## src/rtl/reaction_controller.sv

```systemverilog
// Reaction-timer game controller.
// Waits a random pre-light delay taken from the LFSR, lights the stimulus LED,
// then measures the reaction time in milliseconds. It flags false starts and
// timeouts, and keeps the best valid time seen since reset.
module reaction_controller #(
  parameter int CNT_W        = 14,
  parameter int MIN_DELAY_MS = 1000,
  parameter int DELAY_SCALE  = 20,
  parameter int TIMEOUT_MS   = 9999
) (
  input  logic             clk,
  input  logic             rst_n,
  input  logic             ms_tick,
  input  logic             start_btn,
  input  logic             react_btn,
  input  logic [6:0]       rand_val,
  output logic             lfsr_en,
  output logic             led_on,
  output logic [CNT_W-1:0] result_ms,
  output logic             result_valid,
  output logic [CNT_W-1:0] best_ms,
  output logic             false_start,
  output logic             timeout,
  output logic             busy
);

  typedef enum logic [2:0] {
    S_IDLE        = 3'd0,
    S_WAIT        = 3'd1,
    S_REACT       = 3'd2,
    S_DONE        = 3'd3,
    S_FALSE_START = 3'd4
  } state_t;

  state_t           r_state;
  state_t           w_next_state;

  logic             r_start_prev;
  logic             r_react_prev;
  logic [CNT_W-1:0] r_cnt;
  logic [CNT_W-1:0] r_delay_tgt;
  logic             r_led_on;
  logic [CNT_W-1:0] r_result_ms;
  logic             r_result_valid;
  logic [CNT_W-1:0] r_best_ms;
  logic             r_false_start;
  logic             r_timeout;

  logic             w_start_edge;
  logic             w_react_edge;
  logic             w_wait_done;
  logic             w_timeout_hit;
  logic [CNT_W-1:0] w_delay_calc;

  // A press counts only on the clk its level goes from low to high
  assign w_start_edge  = start_btn & ~r_start_prev;
  assign w_react_edge  = react_btn & ~r_react_prev;

  // The tick that would bring cnt up to the target ends the phase
  assign w_wait_done   = ms_tick && (r_cnt == (r_delay_tgt - CNT_W'(1)));
  assign w_timeout_hit = ms_tick && (r_cnt == CNT_W'(TIMEOUT_MS - 1));

  // Random pre-light delay: fixed part plus scaled LFSR sample, unsigned CNT_W bits
  assign w_delay_calc  = CNT_W'(MIN_DELAY_MS) + (CNT_W'(rand_val) * CNT_W'(DELAY_SCALE));

  // State register
  always_ff @(posedge clk) begin
    if (!rst_n) r_state <= S_IDLE;
    else        r_state <= w_next_state;
  end

  // Next-state logic; in WAIT and REACT the react press has priority over the tick
  always_comb begin
    w_next_state = r_state;
    case (r_state)
      S_IDLE, S_DONE, S_FALSE_START: begin
        if (w_start_edge) w_next_state = S_WAIT;
      end
      S_WAIT: begin
        if (w_react_edge)     w_next_state = S_FALSE_START;
        else if (w_wait_done) w_next_state = S_REACT;
      end
      S_REACT: begin
        if (w_react_edge || w_timeout_hit) w_next_state = S_DONE;
      end
      default: w_next_state = S_IDLE;
    endcase
  end

  // State-decoded outputs: LFSR free-runs only while no round is in progress
  always_comb begin
    busy    = 1'b0;
    lfsr_en = 1'b1;
    if (r_state == S_WAIT || r_state == S_REACT) begin
      busy    = 1'b1;
      lfsr_en = 1'b0;
    end
  end

  // Delay target latched from the LFSR on the start press
  always_ff @(posedge clk) begin
    if ((r_state == S_IDLE || r_state == S_DONE || r_state == S_FALSE_START) && w_start_edge)
      r_delay_tgt <= w_delay_calc;
  end

  // Counter, result, best time, flags, LED and button history
  always_ff @(posedge clk) begin
    if (!rst_n) begin
      r_start_prev   <= 1'b0;
      r_react_prev   <= 1'b0;
      r_cnt          <= '0;
      r_led_on       <= 1'b0;
      r_result_ms    <= '0;
      r_result_valid <= 1'b0;
      r_best_ms      <= '1;
      r_false_start  <= 1'b0;
      r_timeout      <= 1'b0;
    end else begin
      r_start_prev   <= start_btn;
      r_react_prev   <= react_btn;
      r_result_valid <= 1'b0;
      case (r_state)
        S_IDLE, S_DONE, S_FALSE_START: begin
          if (w_start_edge) begin
            r_cnt         <= '0;
            r_false_start <= 1'b0;
            r_timeout     <= 1'b0;
          end
        end
        S_WAIT: begin
          if (w_react_edge) begin
            r_false_start <= 1'b1;
          end else if (w_wait_done) begin
            r_cnt    <= '0;
            r_led_on <= 1'b1;
          end else if (ms_tick) begin
            r_cnt <= r_cnt + CNT_W'(1);
          end
        end
        S_REACT: begin
          if (w_react_edge) begin
            // Pre-increment count is the measured time even if a tick coincides
            r_result_ms    <= r_cnt;
            r_result_valid <= 1'b1;
            r_led_on       <= 1'b0;
            if (r_cnt < r_best_ms) r_best_ms <= r_cnt;
          end else if (w_timeout_hit) begin
            r_cnt          <= CNT_W'(TIMEOUT_MS);
            r_result_ms    <= CNT_W'(TIMEOUT_MS);
            r_result_valid <= 1'b1;
            r_timeout      <= 1'b1;
            r_led_on       <= 1'b0;
          end else if (ms_tick) begin
            r_cnt <= r_cnt + CNT_W'(1);
          end
        end
        default: ;
      endcase
    end
  end

  assign led_on       = r_led_on;
  assign result_ms    = r_result_ms;
  assign result_valid = r_result_valid;
  assign best_ms      = r_best_ms;
  assign false_start  = r_false_start;
  assign timeout      = r_timeout;

endmodule
```

## config.mk

```make
export PLATFORM = sky130hd
export DESIGN_NAME = reaction_controller
export DESIGN_NICKNAME = d
export VERILOG_FILES = /design/src/rtl/reaction_controller.sv
export SDC_FILE = /design/constraint.sdc
export NUM_CORES = 1
export LEC_CHECK = 0
export CAP_MARGIN = 20
export CORE_MARGIN = 2
export CORE_UTILIZATION = 53
export CTS_BUF_LIST = sky130_fd_sc_hd__clkbuf_4
export DETAILED_ROUTE_END_ITERATION = 10
export PLACE_DENSITY = 0.78
export REMOVE_ABC_BUFFERS = 1
export SLEW_MARGIN = 15
export SYNTH_ARGS = -nofsm -noshare
export SYNTH_HDL_FRONTEND = slang
export SYNTH_SLANG_ARGS = --single-unit
```

## constraint.sdc

```tcl
create_clock -name clk -period 3.5 [get_ports clk]
set_clock_uncertainty 0.05 [all_clocks]
set_input_delay 0.525 -clock clk [delete_from_list [all_inputs] [get_ports clk]]
set_output_delay 0.525 -clock clk [all_outputs]
set_load 0.01 [all_outputs]
```

After elaboration in Yosys (flattened, before gate mapping)

Cells that the tools add are included.

Add/sub/neg operators: 3
Multipliers: 1
Order comparisons: 1
Equality and inequality tests: 15
Multiplexer cells: 29
Bitwise operators: 4
Reduce and logical (&&, ||, !) cells: 22

Operators with widths:

| operator                 | number |
|---|---|
| $mux W14                 | 8 |
| $pmux W14 S3             | 1 |
| $add A14 B1 Y14 const B  | 1 |
| $eq A14 B14 Y1           | 1 |
| $eq A14 B14 Y1 const B   | 1 |
| $lt A14 B14 Y1           | 1 |
| $ne A2 B2 Y1 const B     | 7 |
| $sub A14 B1 Y14 const B  | 1 |
| $add A10 B12 Y13 const A | 1 |
| $mux W1                  | 12 |
| $mux W3                  | 4 |
| $reduce_and A4 Y1        | 3 |
| $mul A7 B3 Y10 const B   | 1 |
| $pmux W3 S3              | 1 |
| $reduce_and A3 Y1        | 3 |
| $reduce_bool A2 Y1       | 4 |
| $eq A3 B2 Y1 const B     | 2 |
| $ne A3 B3 Y1 const B     | 2 |
| $pmux W1 S2              | 3 |
| $logic_or A1 B1 Y1       | 4 |
| $reduce_and A2 Y1        | 2 |
| $eq A3 B1 Y1 const B     | 1 |
| $eq A3 B3 Y1 const B     | 1 |
| $logic_and A1 B1 Y1      | 3 |
| other kinds (5)          | 7 |

Bits in registers: 65
Input bits: 12
Output and inout bits: 34
Word-level logic and storage cells: 86

Depth between registers and ports, before layout

Depth in word-level cells: 6
Depth in mapped cells: 10

Worst setup path after synthesis

OpenSTA, ideal clock, no wires.

Kind: reg2reg
From: register r_delay_tgt[2]
To: register r_cnt[8]
Arrival: 2.715 ns
Data required time: 3.319 ns
Path slack: 0.603 ns
Cell stages (with the launch flop): 11
Cell sequence: edfxtp_1 inv_1 ha_1 or4b_4 or4_4 o211ai_2 a31oi_1 a2111oi_4 o21ai_2 o2111ai_1 o21ai_0

Cells in the longest elaborated chain, start to end: 6

Ends and longest elaborated chain:

| what                   | line | text |
|---|---|---|
| from (decl)            | 41   | `logic [CNT_W-1:0] r_delay_tgt;` |
| from (signal assigned) | 103  | `r_delay_tgt <= w_delay_calc;` |
| $sub A14 B1 Y14        | 60   | `assign w_wait_done = ms_tick && (r_cnt == (r_delay_tgt - CNT_W'(1)));` |
| $eq A14 B14 Y1         | 60   |  |
| $logic_and A1 B1 Y1    | 60   |  |
| $mux W14               | 133  | `end else if (w_wait_done) begin` |
| $mux W14               | 131  | `if (w_react_edge) begin` |
| $pmux W14 S3           | 122  | `case (r_state)` |
| to (signal assigned)   | 137  | `r_cnt <= r_cnt + CNT_W'(1);` |
| to (signal assigned)   | 148  | `r_cnt <= CNT_W'(TIMEOUT_MS);` |
| to (signal assigned)   | 154  | `r_cnt <= r_cnt + CNT_W'(1);` |
| to (decl)              | 40   | `logic [CNT_W-1:0] r_cnt;` |

No other way between the ends. The select of a mux whose other input is x is not followed.
A chain may end at the register's enable or synchronous reset.

Worst setup path after layout

Same ends and word-level chain as after synthesis.

==> results.toml <==
[placement]
gpl.final_weighted_congestion = 0.884
dp_hpwl_mm = 6.53
dp_worst_setup_slack_ps = 24.2
port_buffers = 45

[timing]
rsz0062_at_grt = "false"
tns_ps = 0
fin_ws_ps = 190
finalHoldViolCount = 0
fmaxAchievable_ghz = 0.302
timing.final.crit_share_pct = 94.6
slew_headroom_pct = 38.8
setup_viol = 0
worst_slew_pin_slew_ps = 918
fin_crit_ps = 3310
report.final.slew_viol_count = 0

[worst_setup_path]
cp-end-kind = "register"
critPathMaxFanout = 9
crit_chain = "inv_1 > ha_1 > or4b_4 > or4_4 > o211ai_2 > a31oi_1 > a2111oi_4 > o21ai_2 > o2111ai_1 > o21ai_0"
cp.arrival_ps = 3560
worstSetupPathType = "register to register"
required_ps = 3750
slowest_delay_ps = 550
slowest_stage = "or4_4"
startpoint_type = "register"
r2r_slack_ps = 190

[global_routing]
overflow = 0
grt_use_total_pct = 25.0
grt_pass1_wl_mm = 15.1
grt_max_degree = 29
antenna_found_initial = 0
grt_pass1_vias = 3244

[pwr]
powerDensity_nw_per_um2 = 535
p_leak_uw = 0.00178
ir_worst_vdd_mv = 0.484

[final_layout]
fillers = 594
syn_to_final_growth_pct = 19.2
final_nets = 523
layout-drive-gt1-share_pct = 8.20
diodes = 0

[floorplanning]
die_w_um = 87.9
die_area_um2 = 7720
ios = 46
core_area_um2 = 6790
rows = 30
initial_core_util_pct = 54.9
chipHeight_um = 87.9

[logic_synthesis]
ys_seq_area_share_pct = 36.3
syn_avg_cell_area_um2 = 8.51
ys_ff_latch = 62
synth-edff-count = 11
synth.yosys.warnings = 0
synthFlopType = "dfxtp_1"
async_flop_share_pct = 0
ys_types = 59
syn_inst = 438
syn_area_um2 = 3730

[clock_network]
clock_latency_ps = 430
cts_setup_buffers = 0
htree_levels = 3
clk_path_buf_depth = 2
clockRootBuffer = "clkbuf_4"
holdBufCountCts = 0
cts_resized = 0
cts_inserted_buffers = 9
cts_tree = "built"
numClockSinks = 62
clk_pin_slew_worst_paths_ps = 110

[detailed_routing]
num_vias = 3440
remaining_drc_errors = 0
wl_per_cell_um = 15.2
wl_mm = 8.89
ant_nets = 0
drt_iter0_markers = 292
vias_per_cell = 5.89
drtPass1Iterations = 5

[hold_path]
hold_path.class = "register to register"

[run_status]
status = "complete, no violations"

[flow_run]
maxCapViolations = 0
final cells by class:
class                           count  area, um2  area share [%]
Clock inverter                      6       85.1            1.91
Inverter                           38        143            3.21
Sequential cell                    62       1350            30.4
Clock buffer                       10       75.1            1.69
Tap cell                           96        120            2.70
Timing Repair Buffer               54        518            11.7
Multi-Input combinational cell    318       2150            48.4
path summary, 6_finish.rpt:
| path | start | end | cells after the start |
|---|---|---|---|
| max | r_delay_tgt[2] | r_cnt[8] | 10 |
| min | false_start | false_start | 2 |
| min reg2reg | false_start | false_start | 2 |
| max reg2reg | r_delay_tgt[2] | r_cnt[8] | 10 |
layer usage:
layer | vias up | global-route usage [%] | share of wire (%)
met5 | - | 0 | 0
met4 | 0 | 10.3 | 1.5
met3 | 14 | 4.90 | 6.4
met2 | 136 | 40.6 | 48
met1 | 1601 | 32.7 | 44
li1 | 1689 | - | -
kinds of logic after synthesis:
kind of cell | after synthesis | share of synthesized area (%)
compound gates | 116 | 22.1
mux | 1 | 0.302
simple gates | 148 | 19.8
flops | 62 | 36.3
fa+ha+maj | 28 | 9.60
buf+inv | 58 | 6.04
xor+xnor | 25 | 5.87
per-stage QoR:
stage | hold slack [ps] | power (uW) | util, % | cell area (um2) | cells
final | 416 | 2380 | 65.4 | 4440 | 584
after global routing | 443 | 2520 | 65.4 | 4440 | 584
after CTS | 419 | 2380 | 65.4 | 4440 | 584
after detailed placement | 402 | 1810 | 63.0 | 4280 | 568
after global placement | 404 | 1790 | 63.0 | 4280 | 568
after floorplan | 431 | 1490 | - | 3640 | 418
critical path: cells and delay by family (launching register included):
kind                       cells  cell delay (ps)
adders and majority gates      1              240
and+or+nand+nor                2             1080
buffers and inverters          1               90
DFF                            1              480
AOI/OAI and AO/OA              6             1250
report_power, final:
| group | internal (uW) | total, uW | switching, uW |
|---|---|---|---|
| clock | 297 | 569 | 272 |
| combinational | 385 | 878 | 493 |
| sequential | 838 | 930 | 91.5 |
| total | 1520 | 2380 | 857 |
cells in the mapped netlist, types with 3 or more instances:
| library cell | instances | area [um2] |
|---|---|---|
| nor3_1 | 13 | 65.1 |
| or3_1 | 5 | 31.3 |
| a221oi_1 | 7 | 61.3 |
| dfxtp_1 | 51 | 1020 |
| nand4_1 | 12 | 75.1 |
| a21oi_1 | 26 | 130 |
| nand2b_1 | 7 | 43.8 |
| and3_1 | 3 | 18.8 |
| o311ai_0 | 14 | 123 |
| ha_1 | 27 | 338 |
| clkbuf_1 | 18 | 67.6 |
| a21o_1 | 8 | 60.1 |
| inv_1 | 38 | 143 |
| o31ai_1 | 4 | 30.0 |
| nor2b_1 | 3 | 18.8 |
| edfxtp_1 | 11 | 330 |
| a31oi_1 | 3 | 18.8 |
| nor4_1 | 7 | 43.8 |
| xor2_1 | 4 | 35.0 |
| o21ai_0 | 26 | 130 |
| nor2_1 | 41 | 154 |
| nand2_1 | 28 | 105 |
| nand3_1 | 16 | 80.1 |
| and2_1 | 4 | 25.0 |
| xnor2_1 | 21 | 184 |
flip-flops by register name, summed over array words and instances (netlist names):
| name | cells |
|---|---|
| best_ms | 14 |
| r_cnt | 14 |
| result_ms | 14 |
| r_delay_tgt | 11 |
| r_state | 3 |
| false_start | 1 |
| led_on | 1 |
| r_react_prev | 1 |
| r_start_prev | 1 |
| result_valid | 1 |
| timeout | 1 |
layout by cell type, fill, tap and decap left out, types with 4 or more instances in the layout:
cell type / Yosys / final
edfxtp_1: 11 / 11
nor4_1: 7 / 7
nand3_1: 16 / 16
nor3_1: 13 / 13
a21o_1: 8 / 8
o31ai_1: 4 / 4
nand2b_1: 7 / 7
and2_1: 4 / 4
nand4_1: 12 / 12
a21oi_1: 26 / 26
o21ai_0: 26 / 26
clkdlybuf4s50_1: 0 / 45
ha_1: 27 / 27
nand2_1: 28 / 28
dfxtp_1: 51 / 51
clkbuf_4: 0 / 10
a221oi_1: 7 / 7
or3_1: 5 / 5
inv_1: 38 / 38
nor2_1: 41 / 41
buf_4: 0 / 9
xor2_1: 4 / 4
o311ai_0: 14 / 14
xnor2_1: 21 / 21
No activity file was read; power rests on OpenSTA's default activity.
